===== config.mk =====
export PLATFORM = sky130hd
export DESIGN_NAME = atm_pin_fsm
export DESIGN_NICKNAME = d
export VERILOG_FILES = /design/src/rtl/atm_pin_fsm.sv
export SDC_FILE = /design/constraint.sdc
export NUM_CORES = 1
export LEC_CHECK = 0
export ABC_AREA = 1
export BUFFER_PORTS_ARGS = -buffer_cell sky130_fd_sc_hd__buf_2
export CAP_MARGIN = 20
export CELL_PAD_IN_SITES_DETAIL_PLACEMENT = 0
export CELL_PAD_IN_SITES_GLOBAL_PLACEMENT = 1
export CORE_MARGIN = 2
export CORE_UTILIZATION = 41
export DETAILED_ROUTE_END_ITERATION = 12
export PLACE_DENSITY = 0.77
export SLEW_MARGIN = 20
export SYNTH_ARGS = -nofsm -noshare
export SYNTH_HDL_FRONTEND = slang
export SYNTH_SLANG_ARGS = --single-unit

===== constraint.sdc =====
create_clock -name clk -period 2.3 [get_ports clk]
set_clock_uncertainty 0.05 [all_clocks]
set_input_delay 0.115 -clock clk [delete_from_list [all_inputs] [get_ports clk]]
set_output_delay 0.115 -clock clk [all_outputs]
set_load 0.01 [all_outputs]

===== src/rtl/atm_pin_fsm.sv =====
// ATM PIN entry controller: collects BCD digits, compares against the card PIN and
// blocks after MAX_TRIES failures. Optional inactivity timeout under ATM_PIN_TIMEOUT_EN.
module atm_pin_fsm #(
  parameter int unsigned PIN_DIGITS  = 4,
  parameter int unsigned MAX_TRIES   = 3,
  parameter int unsigned TIMEOUT_CYC = 1000
) (
  input  logic                    clk,
  input  logic                    reset,
  input  logic                    tarjeta_recibida,
  input  logic                    digito_stb,
  input  logic [3:0]              digito,
  input  logic [4*PIN_DIGITS-1:0] pin_correcto,
  output logic                    fin,
  output logic                    autorizado,
  output logic                    pin_incorrecto,
  output logic                    advertencia,
  output logic                    bloqueo,
  output logic [2:0]              intentos
);

  localparam int unsigned CntW = (PIN_DIGITS > 1) ? $clog2(PIN_DIGITS) : 1;

  typedef enum logic [4:0] {
    StIdle       = 5'b00001,
    StRecibiendo = 5'b00010,
    StComparar   = 5'b00100,
    StAutorizado = 5'b01000,
    StBloqueo    = 5'b10000
  } state_e;

  state_e                  state_q, state_d;
  logic [CntW-1:0]         count_q, count_d;
  logic [4*PIN_DIGITS-1:0] digits_q, digits_d;
  logic [2:0]              intentos_q, intentos_d;
  logic                    fin_q, fin_d;
  logic                    autorizado_q, autorizado_d;
  logic                    pin_inc_q, pin_inc_d;
  logic                    advertencia_q, advertencia_d;
  logic                    bloqueo_q, bloqueo_d;
  logic                    accept;
  logic                    timeout_hit;

  assign accept = digito_stb && (digito <= 4'd9);

`ifdef ATM_PIN_TIMEOUT_EN
  localparam int unsigned TimerW = $clog2(TIMEOUT_CYC + 1);

  logic [TimerW-1:0] timer_q, timer_d;

  // Runs only while staying in PIN entry; any accepted digit or state change restarts it.
  always_comb begin
    timer_d = '0;
    if (state_q == StRecibiendo && state_d == StRecibiendo && !accept) begin
      timer_d = timer_q + TimerW'(1);
    end
  end

  always_ff @(posedge clk or negedge reset) begin
    if (!reset) begin
      timer_q <= '0;
    end else begin
      timer_q <= timer_d;
    end
  end

  assign timeout_hit = (state_q == StRecibiendo) && (timer_q == TimerW'(TIMEOUT_CYC - 1));
`else
  // Timeout disabled: constant-zero, no counter is built.
  assign timeout_hit = 1'b0 & (TIMEOUT_CYC == 0);
`endif

  always_comb begin
    state_d    = state_q;
    count_d    = count_q;
    digits_d   = digits_q;
    intentos_d = intentos_q;
    fin_d      = 1'b0;
    pin_inc_d  = 1'b0;

    unique case (state_q)
      StIdle: begin
        if (tarjeta_recibida) begin
          state_d    = StRecibiendo;
          count_d    = '0;
          digits_d   = '0;
          intentos_d = '0;
        end
      end
      StRecibiendo: begin
        if (!tarjeta_recibida || (!accept && timeout_hit)) begin
          state_d    = StIdle;
          count_d    = '0;
          digits_d   = '0;
          intentos_d = '0;
        end else if (accept) begin
          for (int unsigned i = 0; i < PIN_DIGITS; i++) begin
            if (count_q == CntW'(i)) begin
              digits_d[i*4 +: 4] = digito;
            end
          end
          if (count_q == CntW'(PIN_DIGITS - 1)) begin
            state_d = StComparar;
            count_d = '0;
          end else begin
            count_d = count_q + CntW'(1);
          end
        end
      end
      StComparar: begin
        if (!tarjeta_recibida) begin
          state_d    = StIdle;
          count_d    = '0;
          digits_d   = '0;
          intentos_d = '0;
        end else if (digits_q == pin_correcto) begin
          state_d = StAutorizado;
        end else begin
          pin_inc_d  = 1'b1;
          intentos_d = intentos_q + 3'd1;
          if (intentos_q + 3'd1 == 3'(MAX_TRIES)) begin
            state_d = StBloqueo;
          end else begin
            state_d  = StRecibiendo;
            count_d  = '0;
            digits_d = '0;
          end
        end
      end
      StAutorizado: begin
        if (!tarjeta_recibida) begin
          state_d    = StIdle;
          fin_d      = 1'b1;
          count_d    = '0;
          digits_d   = '0;
          intentos_d = '0;
        end
      end
      StBloqueo: begin
        state_d = StBloqueo;
      end
      default: begin
        state_d    = StIdle;
        count_d    = '0;
        digits_d   = '0;
        intentos_d = '0;
      end
    endcase

    autorizado_d  = (state_d == StAutorizado);
    bloqueo_d     = (state_d == StBloqueo);
    advertencia_d = (state_d == StRecibiendo) && (intentos_d == 3'(MAX_TRIES - 1));
  end

  always_ff @(posedge clk or negedge reset) begin
    if (!reset) begin
      state_q       <= StIdle;
      count_q       <= '0;
      digits_q      <= '0;
      intentos_q    <= '0;
      fin_q         <= 1'b0;
      autorizado_q  <= 1'b0;
      pin_inc_q     <= 1'b0;
      advertencia_q <= 1'b0;
      bloqueo_q     <= 1'b0;
    end else begin
      state_q       <= state_d;
      count_q       <= count_d;
      digits_q      <= digits_d;
      intentos_q    <= intentos_d;
      fin_q         <= fin_d;
      autorizado_q  <= autorizado_d;
      pin_inc_q     <= pin_inc_d;
      advertencia_q <= advertencia_d;
      bloqueo_q     <= bloqueo_d;
    end
  end

  assign fin            = fin_q;
  assign autorizado     = autorizado_q;
  assign pin_incorrecto = pin_inc_q;
  assign advertencia    = advertencia_q;
  assign bloqueo        = bloqueo_q;
  assign intentos       = intentos_q;

endmodule


### After elaboration in Yosys (flattened, before gate mapping)

Index checks and enable logic that the tools add are counted.

| word-level totals | value |
|---|---|
| flip-flop bits (word level) | 31 |
| input bits | 24 |
| output and inout bits | 8 |
| logic and storage cells | 88 |

| operators by class | value |
|---|---|
| bitwise logic cells | 1 |
| $add $sub $neg | 2 |
| magnitude comparators | 1 |
| reduce and logical (&&, ||, !) cells | 9 |
| eq/ne operators | 23 |
| mux-type cells | 40 |

Operators by type and width:

| cell | number |
|---|---|
| $mux 16 | 7 |
| $pmux 16 s5 | 1 |
| $mux 5 | 8 |
| $reduce_and 7->1 | 4 |
| $pmux 5 s5 | 1 |
| $ne 3x3->1 const B | 7 |
| $eq 16x16->1 | 1 |
| $mux 2 | 8 |
| $mux 4 | 4 |
| $mux 3 | 4 |
| $pmux 3 s4 | 1 |
| $eq 5x2->1 const B | 2 |
| $eq 5x4->1 const B | 2 |
| $eq 5x5->1 const B | 2 |
| $pmux 2 s5 | 1 |
| $eq 3x2->1 const B | 2 |
| $reduce_and 6->1 | 1 |
| $eq 5x1->1 const B | 1 |
| $eq 5x3->1 const B | 1 |
| $mux 1 | 5 |
| $eq 2x2->1 const B | 2 |
| $le 4x4->1 const B | 1 |
| $ne 2x2->1 const B | 2 |
| $add 3x1->3 const B | 1 |
| other kinds (6) | 7 |

### Longest topological paths before layout

| depth | value |
|---|---|
| word-level depth | 8 |
| gate-level depth with buffers | 14 |
| depth with buffers taken out | 14 |

### Worst setup path before layout

OpenSTA, ideal clock, no wires.

| timing path | value |
|---|---|
| kind | flip-flop to flip-flop |
| from | reg intentos_q[0] (netlist: intentos[0]) |
| to | reg digits_q[12] |
| path buffers | 0 |
| library setup time | 0.122 ns |
| path slack | 0.616 ns |
| required time | 2.128 ns |
| clock period less this slack | 1.684 ns |
| stages on the path, launching flop included | 13 |
| data arrival time | 1.512 ns |
| cell sequence | dfrtp_1 > ha_1 > xnor2_1 > nand2_1 > inv_1 > nand2_2 > nand3_4 > nor2_8 > nand2_4 > inv_2 > nand2_4 > nand2_1 > o21ai_1 |

| on the way | value |
|---|---|
| cells in the longest elaborated chain, start to end | 4 |

Ends and longest elaborated chain:

| item | line | text |
|---|---|---|
| start, declared | 35 | `logic [2:0] intentos_q, intentos_d;` |
| start signal, assigned | 170 | `intentos_q <= intentos_d;` |
| $add 3x1->3 | 121 | `if (intentos_q + 3'd1 == 3'(MAX_TRIES)) begin` |
| $eq 3x2->1 | 121 |  |
| $ne 3x3->1 (no source line) | n/a |  |
| $reduce_and 7->1 (no source line) | n/a |  |
| end signal, assigned | 169 | `digits_q <= digits_d;` |
| end, declared | 34 | `logic [4*PIN_DIGITS-1:0] digits_q, digits_d;` |

No other way between the ends.
A chain may end at the register's enable or synchronous reset.

### Final worst setup path

| timing path | value |
|---|---|
| from | reg intentos_q[0] (netlist: intentos[0]) |
| to | reg digits_q[14] |

The elaborated chain is that of the path after synthesis.

==> results.sh <==
export IMPL_status="completed"
export IMPL_nNetsFinal=315
export IMPL_fin_setup_tns_ns=0
export IMPL_rr_worst_depth=12
export IMPL_worst_slew_pin_transition_ns=0.6743
export IMPL_routedWlPerCell_um=10.54
export IMPL_cts_buffers=5
export IMPL_cts_root_buf="clkbuf_8"
export IMPL_synth_top_family_by_area="simple AND/OR/NAND/NOR gates"
export IMPL_arrival_ns=1.87
export IMPL_hold_path_end="fin$_DFF_PN0_"
export IMPL_power_density_nw_per_um2=730.3
export IMPL_worstPathRequired_ns=2.41
export IMPL_post_dp_hpwl_um=2750
export IMPL_h_tree_depth=2
export IMPL_crit_type="reg2reg"
export IMPL_hold_start="tarjeta_recibida"
export IMPL_total_power_uw=1636
export IMPL_cp_top_family="simple AND/OR/NAND/NOR gates"
export IMPL_drt_iter0_drc=105
export IMPL_timing_rr_start="intentos[0]$_DFF_PN0_"
export IMPL_final_cells=338
export IMPL_ys_warn_count=0
export IMPL_vias=1535
export IMPL_synth_flop_cell="dfrtp_1"
export IMPL_r2r_end="digits_q[14]$_DFFE_PN0P_"
export IMPL_final_max_slew_viol_count=0
export IMPL_cp_max_fo=8
export IMPL_grt_ovfl_total=0
export IMPL_drt_antenna_violating_nets=0
export IMPL_synthMuxAreaShare=0
export IMPL_die_area_um2=5173
export IMPL_die_y_um=71.93
export IMPL_critPathLaunchType="flop"
export IMPL_netlist_area_um2=1892
export IMPL_synth_edf_count=0
export IMPL_wl_um=3563
export IMPL_ff2ff_setup_slack_ns=0.54
export IMPL_slew_headroom=0.5505
export IMPL_yosysSeqAreaShare=0.4107
export IMPL_hold_viol=0
export IMPL_synth_compound_area_frac=0.1012
export IMPL_final_layout_size_suffix_gt1_frac=0.2587
export IMPL_grt_pass1_wl_um=6506
export IMPL_path_buf_inv=2
export IMPL_synthCells=246
export IMPL_grt_pass1_vias=1500
export IMPL_async_flop_share=1.000
export IMPL_synth_nets=276
export IMPL_crit_path_end_kind="flop"
export IMPL_cts_sinks=31
export IMPL_rsz0062_at_grt="false"
export IMPL_grt_util_all_layers=0.1624
export IMPL_start_util=0.4286
export IMPL_port_buffers=31
export IMPL_synthSimpleGateAreaFrac=0.3366
export IMPL_cp_slowest_cell="dfrtp_1"
export IMPL_cts_tree="yes"
export IMPL_antenna_cells=0
export IMPL_leakage_uw=0.001246
export IMPL_drcViolationCount=0
export IMPL_synth_xor_area_frac=0.009259
export IMPL_ys_ff_latch=31
export IMPL_dr_pass1_iters=4
export IMPL_via_per_inst=4.541
export IMPL_clk_pin_slew_worst_paths_ns=0.06
export IMPL_crit_start="intentos[0]$_DFF_PN0_"
export IMPL_avgSynthCellArea_um2=7.690
export IMPL_holdPathStages=2
export IMPL_grt_max_degree=32
export IMPL_area_growth_pct=18.39
export IMPL_antenna_found_initial=0
export IMPL_min_path_type="in2reg"
export IMPL_setup_violations=0
export IMPL_placementRows=24
export IMPL_synth_cell_type_count=31
export IMPL_synthAdderAreaFrac=0.03968
export IMPL_dp_cells=329
export IMPL_ir_drop_v=0.0004511
export IMPL_critPathMaxStageDelay_ns=0.41
export IMPL_path_cells="ha_1 > xnor2_1 > nand2_1 > inv_1 > nand2_2 > nand3_4 > nor2_8 > nand2_4 > inv_2 > nand2_4 > nand2_1 > o21ai_1"
export IMPL_die_w_um=71.93
export IMPL_clock_path_buffers=2
export IMPL_min_period_over_period=0.7649
export IMPL_fmax_mhz=568.4
export IMPL_insertion_delay_ns=0.28
export IMPL_io_pins=32
export IMPL_gp_congestion=0.8559
export IMPL_drv_cap=0
export IMPL_core_um2=4414
export IMPL_period_needed_ns=1.759
[final cells by class]
type,count,area (um2)
Clock buffer,6,82.58
Clock inverter,2,35.03
Fill cell,452,2175
Inverter,48,193.9
Multi-Input combinational cell,167,920.9
Sequential cell,31,777.0
Tap cell,52,65.06
Timing Repair Buffer,32,165.2
[kinds of logic after synthesis]
| group | after synthesis |
|---|---|
| and+or+nand+nor | 130 |
| DFF | 31 |
| adders and majority gates | 6 |
| xor gates and xnor gates | 2 |
| buffers and inverters | 48 |
| AOI/OAI and AO/OA | 29 |
[flip-flops by register name, indices dropped and copies added, names as in the netlist]
name	flops
advertencia	1
intentos	3
digits_q	16
fin	1
pin_incorrecto	1
state_q	5
count_q	2
bloqueo	1
autorizado	1
[power by group]
part	total, uW	switching, uW	internal, uW
Sequential	631	35.8	595
Clock	555	204	350
Combinational	450	291	159
Total	1640	531	1100
[metrics by stage]
stage | setup slack (ns) | utilization | cell area [um2] | hold WS, ns
after detailed placement | 0.5388 | 0.4785 | 2112 | 0.1546
final | 0.5408 | 0.5074 | 2240 | 0.006390
after global placement | 0.5765 | 0.4785 | 2112 | 0.1542
after global routing | 0.3314 | 0.5074 | 2240 | 0.01342
after floorplan | 0.6160 | - | 1892 | -0.2306
after CTS | 0.5193 | 0.5074 | 2240 | 0.003253
[Yosys cell counts, types with 2 or more instances]
cell type  count  area share
nor2_4         3       0.018
o21ai_1       13       0.034
nor2_1        25       0.050
nand2_2        3      0.0099
inv_2         10       0.020
inv_1         37       0.073
nand3_4        2       0.019
nor2_2         3      0.0099
nand4_2        3       0.020
dfrtp_1       30        0.40
nand3_1        8       0.021
nand2_1       75        0.15
o21ai_0       10       0.026
ha_1           6       0.040
nand2_4        2       0.012
[layout by cell type (no fill, tap or decap), types with 2 or more instances in the layout]
master and count:
o21ai_1 13, nand2_4 2, inv_1 37, ha_1 6, nand2_2 3, inv_2 10
clkbuf_8 6, nor2_2 3, buf_2 31, nor2_4 3, nand4_2 3, o21ai_0 10
nand3_1 8, nand2_1 75, nand3_4 2, dfrtp_1 30, nor2_1 25
[worst max path at each step]
| stage | end | slack (ns) | cells after the start |
|---|---|---|---|
| 2_1_floorplan | digits_q[12]$_DFFE_PN0P_ | 0.62 | 12 |
| 3_3_place_gp | digits_q[15]$_DFFE_PN0P_ | 0.58 | 12 |
| 3_5_place_dp | digits_q[14]$_DFFE_PN0P_ | 0.54 | 12 |
| 4_1_cts | digits_q[14]$_DFFE_PN0P_ | 0.52 | 12 |
| 5_1_grt | digits_q[15]$_DFFE_PN0P_ | 0.33 | 12 |
| 6_report | digits_q[14]$_DFFE_PN0P_ | 0.54 | 12 |
[routing by layer]
metal / track usage / vias to the layer above / wire length, um / part of all wire
li1: - / 836 / - / -
met1: 0.1942 / 672 / 1708 / 0.48
met2: 0.2850 / 21 / 1665 / 0.47
met3: 0.04861 / 6 / 153 / 0.043
met4: 0.04403 / 0 / 36 / 0.010
met5: 0 / - / 0 / 0
[repair_timing]
item | in CTS | in global routing
gates resized for setup | 0 | 0
buffers inserted | 0 | 0
hold buffers | 1 | 0
endpoints found under the hold margin | 30 | 0
Power figures use the tool's default switching activity.
